File: config.mk
export PLATFORM = sky130hd
export DESIGN_NAME = multicycle_control_fsm
export DESIGN_NICKNAME = d
export VERILOG_FILES = /design/src/rtl/ctrl_pkg.sv /design/src/rtl/control_output_decode.sv /design/src/rtl/multicycle_control_fsm.sv
export SDC_FILE = /design/constraint.sdc
export NUM_CORES = 1
export LEC_CHECK = 0
export ABC_AREA = 1
export BUFFER_PORTS_ARGS = -buffer_cell sky130_fd_sc_hd__clkbuf_2
export CAP_MARGIN = 20
export CORE_ASPECT_RATIO = 2
export CORE_MARGIN = 2
export CORE_UTILIZATION = 41
export DETAILED_ROUTE_END_ITERATION = 16
export GPL_ROUTABILITY_DRIVEN = 0
export GPL_TIMING_DRIVEN = 0
export PLACE_DENSITY = 0.76
export SYNTH_ARGS = -nofsm -noshare
export SYNTH_HDL_FRONTEND = slang
export SYNTH_SLANG_ARGS = --single-unit
File: constraint.sdc
create_clock -name clock -period 1.6 [get_ports clock]
set_input_delay 0.16 -clock clock [delete_from_list [all_inputs] [get_ports clock]]
set_output_delay 0.16 -clock clock [all_outputs]
set_load 0.05 [all_outputs]
File: src/rtl/ctrl_pkg.sv
// Shared types for the multi-cycle processor control unit: state encoding,
// opcode map, datapath mux selects and the decoded control word.
package ctrl_pkg;

  typedef enum logic [3:0] {
    FETCH     = 4'd0,
    DECODE    = 4'd1,
    MEM_ADDR  = 4'd2,
    MEM_READ  = 4'd3,
    MEM_WB    = 4'd4,
    MEM_WRITE = 4'd5,
    R_EXEC    = 4'd6,
    R_WB      = 4'd7,
    ADDI_WB   = 4'd8,
    BRANCH    = 4'd9,
    JUMP      = 4'd10,
    ILLEGAL   = 4'd11,
    HALT      = 4'd12
  } state_t;

  localparam logic [2:0] OP_R    = 3'b000;
  localparam logic [2:0] OP_ADDI = 3'b001;
  localparam logic [2:0] OP_LW   = 3'b010;
  localparam logic [2:0] OP_SW   = 3'b011;
  localparam logic [2:0] OP_BEQ  = 3'b100;
  localparam logic [2:0] OP_J    = 3'b101;

  localparam logic [1:0] ALU_ADD   = 2'b00;
  localparam logic [1:0] ALU_SUB   = 2'b01;
  localparam logic [1:0] ALU_FUNCT = 2'b10;

  localparam logic [1:0] SRCB_B      = 2'b00;
  localparam logic [1:0] SRCB_TWO    = 2'b01;
  localparam logic [1:0] SRCB_IMM    = 2'b10;
  localparam logic [1:0] SRCB_IMM_SH = 2'b11;

  localparam logic [1:0] PC_ALU    = 2'b00;
  localparam logic [1:0] PC_ALUOUT = 2'b01;
  localparam logic [1:0] PC_JUMP   = 2'b10;

  typedef struct packed {
    logic [1:0] alu_op;
    logic [1:0] alu_src_b;
    logic [1:0] pc_source;
    logic       reg_dst;
    logic       mem_to_reg;
    logic       mem_read;
    logic       mem_write;
    logic       i_or_d;
    logic       reg_write;
    logic       ir_write;
    logic       pc_write;
    logic       pc_write_cond;
    logic       alu_src_a;
    logic       instr_done;
    logic       illegal_op;
    logic       halted;
  } ctrl_t;

endpackage

File: src/rtl/control_output_decode.sv
// Moore output decode: maps the current state onto the full datapath control word.
module control_output_decode
  import ctrl_pkg::*;
(
  input  state_t state,
  output ctrl_t  ctrl
);

  always_comb begin
    ctrl = '0;
    case (state)
      FETCH: begin
        ctrl.mem_read  = 1'b1;
        ctrl.ir_write  = 1'b1;
        ctrl.alu_src_b = SRCB_TWO;
        ctrl.alu_op    = ALU_ADD;
        ctrl.pc_source = PC_ALU;
        ctrl.pc_write  = 1'b1;
      end
      DECODE: begin
        ctrl.alu_src_b = SRCB_IMM_SH;
        ctrl.alu_op    = ALU_ADD;
      end
      MEM_ADDR: begin
        ctrl.alu_src_a = 1'b1;
        ctrl.alu_src_b = SRCB_IMM;
        ctrl.alu_op    = ALU_ADD;
      end
      MEM_READ: begin
        ctrl.mem_read = 1'b1;
        ctrl.i_or_d   = 1'b1;
      end
      MEM_WB: begin
        ctrl.reg_write  = 1'b1;
        ctrl.mem_to_reg = 1'b1;
        ctrl.instr_done = 1'b1;
      end
      MEM_WRITE: begin
        ctrl.mem_write  = 1'b1;
        ctrl.i_or_d     = 1'b1;
        ctrl.instr_done = 1'b1;
      end
      R_EXEC: begin
        ctrl.alu_src_a = 1'b1;
        ctrl.alu_src_b = SRCB_B;
        ctrl.alu_op    = ALU_FUNCT;
      end
      R_WB: begin
        ctrl.reg_dst    = 1'b1;
        ctrl.reg_write  = 1'b1;
        ctrl.instr_done = 1'b1;
      end
      ADDI_WB: begin
        ctrl.reg_write  = 1'b1;
        ctrl.instr_done = 1'b1;
      end
      BRANCH: begin
        // Taken/not-taken is resolved in the datapath by Zero gating PCWriteCond.
        ctrl.alu_src_a     = 1'b1;
        ctrl.alu_src_b     = SRCB_B;
        ctrl.alu_op        = ALU_SUB;
        ctrl.pc_write_cond = 1'b1;
        ctrl.pc_source     = PC_ALUOUT;
        ctrl.instr_done    = 1'b1;
      end
      JUMP: begin
        ctrl.pc_write   = 1'b1;
        ctrl.pc_source  = PC_JUMP;
        ctrl.instr_done = 1'b1;
      end
      ILLEGAL: begin
        ctrl.illegal_op = 1'b1;
        ctrl.instr_done = 1'b1;
      end
      HALT:    ctrl.halted = 1'b1;
      default: ctrl = '0;
    endcase
  end

endmodule

File: src/rtl/multicycle_control_fsm.sv
// Main control FSM for the 16-bit multi-cycle datapath: state register,
// next-state sequencing, reset override of outputs and retired-instruction counter.
module multicycle_control_fsm
  import ctrl_pkg::*;
#(
  parameter bit ILLEGAL_HALT = 1'b0,
  parameter int CNT_W        = 16
) (
  input  logic             clock,
  input  logic             reset,
  input  logic [2:0]       opcode,
  output logic [1:0]       ALUOp,
  output logic [1:0]       ALUSrcB,
  output logic [1:0]       PCSource,
  output logic             RegDst,
  output logic             MemtoReg,
  output logic             MemRead,
  output logic             MemWrite,
  output logic             IorD,
  output logic             RegWrite,
  output logic             IRWrite,
  output logic             PCWrite,
  output logic             PCWriteCond,
  output logic             ALUSrcA,
  output logic [3:0]       state_dbg,
  output logic             instr_done,
  output logic             illegal_op,
  output logic             halted,
  output logic [CNT_W-1:0] instr_count
);

  state_t state;
  ctrl_t  dec, ctrl;

  control_output_decode u_decode (
    .state (state),
    .ctrl  (dec)
  );

  // Reset silences the datapath immediately, even mid-instruction.
  assign ctrl = reset ? '0 : dec;

  assign ALUOp       = ctrl.alu_op;
  assign ALUSrcB     = ctrl.alu_src_b;
  assign PCSource    = ctrl.pc_source;
  assign RegDst      = ctrl.reg_dst;
  assign MemtoReg    = ctrl.mem_to_reg;
  assign MemRead     = ctrl.mem_read;
  assign MemWrite    = ctrl.mem_write;
  assign IorD        = ctrl.i_or_d;
  assign RegWrite    = ctrl.reg_write;
  assign IRWrite     = ctrl.ir_write;
  assign PCWrite     = ctrl.pc_write;
  assign PCWriteCond = ctrl.pc_write_cond;
  assign ALUSrcA     = ctrl.alu_src_a;
  assign instr_done  = ctrl.instr_done;
  assign illegal_op  = ctrl.illegal_op;
  assign halted      = ctrl.halted;
  assign state_dbg   = state;

  always_ff @(posedge clock) begin
    if (reset) begin
      state       <= FETCH;
      instr_count <= '0;
    end else begin
      if (dec.instr_done) instr_count <= instr_count + 1'b1;
      case (state)
        FETCH:  state <= DECODE;
        DECODE: begin
          case (opcode)
            OP_R:                    state <= R_EXEC;
            OP_ADDI, OP_LW, OP_SW:   state <= MEM_ADDR;
            OP_BEQ:                  state <= BRANCH;
            OP_J:                    state <= JUMP;
            default:                 state <= ILLEGAL;
          endcase
        end
        // IR is frozen outside FETCH, so re-reading opcode here is safe.
        MEM_ADDR: begin
          case (opcode)
            OP_LW:   state <= MEM_READ;
            OP_SW:   state <= MEM_WRITE;
            default: state <= ADDI_WB;
          endcase
        end
        MEM_READ:  state <= MEM_WB;
        R_EXEC:    state <= R_WB;
        ILLEGAL:   state <= ILLEGAL_HALT ? HALT : FETCH;
        HALT:      state <= HALT;
        default:   state <= FETCH;
      endcase
    end
  end

endmodule

==> impl_metrics.ini <==
[outcome]
status = completed

[yosys]
synth-seq-cells = 20
syn_avg_cell_area_um2 = 5.960
ys_warn_count = 0
synth-seq-area-share_pct = 32.45
syn_nets = 213
netlist_area_um2 = 1234
syn_inst = 207
synth_cell_types = 23

[global_routing]
grt_pass1_vias = 1407
grt.total_usage_pct = 21.13
grt_overflow = 0
grt_max_degree = 13
grt_first_pass_wirelength_mm = 5.782
antenna_found_initial = 0

[cells_and_area]
stdcell_area_um2 = 1759
regArea_um2 = 417.9
syn2layout_area_growth_pct = 42.60
n_antenna_cell = 0
multi_input_area_um2 = 787.0
layout.nets = 262
nFillCells = 278
drive_gt1_share_pct = 36.08

[floorplanning]
dieArea_um2 = 3490
die_w_um = 42.79
std_cell_rows = 28
coreArea_um2 = 2908
io_pins = 44
start_util_pct = 42.43
die_h_um = 81.58

[power_and_ir_drop]
power_leakage_uw = 0.0008323
ir_worst_vdd_uv = 527.4
fin_total_pwr_uw = 1810
power_density_nw_per_um2 = 1029

[route]
wl_met1_mm = 1.160
drc_errors = 0
routed_wl_mm = 3.515
routed-wl-met2_mm = 2.109
wire_per_inst_um = 12.33
drt-vias-per-instance = 5.123
drt_iter0_drc = 23
dr.pass1.iters = 4
num_vias = 1460
drtAntennaViolNets = 0
top_layer_used = met4
dr_wl_met3_um = 149

[clock_network]
numCtsBuffers = 3
clockBufferDepth = 2
clk_latency_ps = 260
root_buffer = clkbuf_8
cts_tree = built
htreeDepth = 1
clk_pin_slew_ps = 80
clock_sink_count = 20
hold_buffers = 0

[setup_path]
crit_path_max_incr_delay_ps = 390
worst-path-buf-inv = 3
cp_max_fo = 6
crit_type = reg -> out
crit_required_ps = 1440
crit_arrival_ps = 1410
cp-end-kind = output port
cp_cell_sequence = inv_2, nor2_2, nand2_1, nand2_4, inv_2, nor3_4, buf_8
crit_top_cell = inv_2
crit_family = simple AND/OR/NAND/NOR gates
crit_path_start_kind = register
cpMaxStageDelayCell = dfxtp_4

[sta]
grt_setup_unrepaired = true
maxSlewHeadroom_pct = 61.73
setup_viol = 0
tightest_slew_ps = 574.1
fin_ws_ps = 31.09
fmax_mhz = 637.4
slew_viol_final = 0
fin_crit_ps = 1569
clock_skew_ps = 7.081
hold_viol_final = 0
tns_ps = 0
post-route-period-util_pct = 98.06

[place]
place.port_buffers = 42
dp_slack_ps = -19.27
dpl.hpwl_mm = 2.763
place_area_um2 = 1562

[job]
cap_violations = 0

[worst_hold_path]
worstHoldPathType = in -> reg
synth_stat cells:
cell | instances | area [um^2]
inv_1 | 31 | 116.4
o21ai_1 | 1 | 5.000
buf_4 | 1 | 7.510
buf_6 | 1 | 11.26
nand2_4 | 1 | 11.26
clkbuf_1 | 2 | 7.510
nand4_1 | 6 | 37.54
a21oi_1 | 10 | 50.05
nand2_2 | 2 | 12.51
nand4_2 | 1 | 12.51
o21ai_0 | 7 | 35.03
nor2_2 | 2 | 12.51
nor2_1 | 43 | 161.4
o31ai_1 | 1 | 7.510
o21bai_1 | 4 | 30.03
dfxtp_1 | 20 | 400.4
ha_1 | 1 | 12.51
nand3_1 | 12 | 60.06
inv_2 | 3 | 11.26
buf_1 | 1 | 3.750
o22ai_1 | 2 | 12.51
nand2_1 | 48 | 180.2
nor3_1 | 7 | 35.03
power breakdown:
| group | switching [uW] | internal, uW |
|---|---|---|
| combinational | 507 | 216 |
| clock | 170 | 334 |
| sequential | 52.3 | 531 |
| total | 729 | 1080 |
worst paths after layout:
path / from / to / slack [ps] / depth (start not counted)
max: state_dbg[2] / RegWrite / 30 / 7
max reg2reg: state_dbg[2] / instr_count[14] / 180 / 10
min reg2reg: instr_count[0] / instr_count[0] / 470 / 1
min: opcode[2] / state_dbg[3] / 270 / 5
layout make-up:
cell class	count	share of cell area [%]
clock buffer	3	2.347
tap	30	2.134
sequential	20	23.76
multi-input combinational	148	44.74
buffer	5	1.920
timing repair buffer	44	16.00
inverter	34	7.397
clock inverter	1	1.707
sequential cells by signal (all words and copies together) (netlist names):
| signal | cells |
|---|---|
| state_dbg | 4 |
| instr_count | 16 |
what timing repair did:
item | in CTS | in global routing
setup buffers | 1 | 1
setup endpoints to repair | 13 | 18
resized for setup | 16 | 29
pin swaps | 1 | 1
routing by layer:
layer	GRT usage (%)	up-vias
met3	1.978	11
li1	-	748
met5	0	-
met1	18.01	651
met4	8.750	0
met2	45.76	50
worst min-delay path, cell delays in order:
cell and delay (ps):
clkbuf_2 110, nand2_1 70, nand3_1 80, nand2_1 40
inv_1 40
cells by family (layout without fill, tap and decap cells):
| logic type | Yosys count | count (layout) | share of synthesized area, % |
|---|---|---|---|
| buffers and inverters | 39 | 87 | 12.78 |
| AO/OA/AOI/OAI | 25 | 25 | 11.36 |
| adder cells (fa/ha/maj) | 1 | 1 | 1.014 |
| AND/OR/NAND/NOR | 122 | 122 | 42.39 |
| flip-flops | 20 | 20 | 32.45 |
cells in the final DEF, fill, tap and decap left out, drive strengths merged:
| cell | instances |
|---|---|
| a21oi | 10 |
| buf | 13 |
| bufinv | 1 |
| clkbuf | 39 |
| dfxtp | 20 |
| ha | 1 |
| inv | 34 |
| nand2 | 51 |
| nand3 | 12 |
| nand4 | 7 |
| nor2 | 45 |
| nor3 | 7 |
| o21ai | 8 |
| o21bai | 4 |
| o22ai | 2 |
| o31ai | 1 |
stage by stage:
step           std cells  utilization, %  hold WS [ps]
5_1_grt              285           60.50         340.4
3_3_place_gp         279           53.70         457.1
6_report             285           60.50         271.0
3_5_place_dp         279           53.70         459.9
4_1_cts              284           58.05         274.6
2_1_floorplan        207               -         381.2
Note: power is estimated with default switching activity, not from simulation.
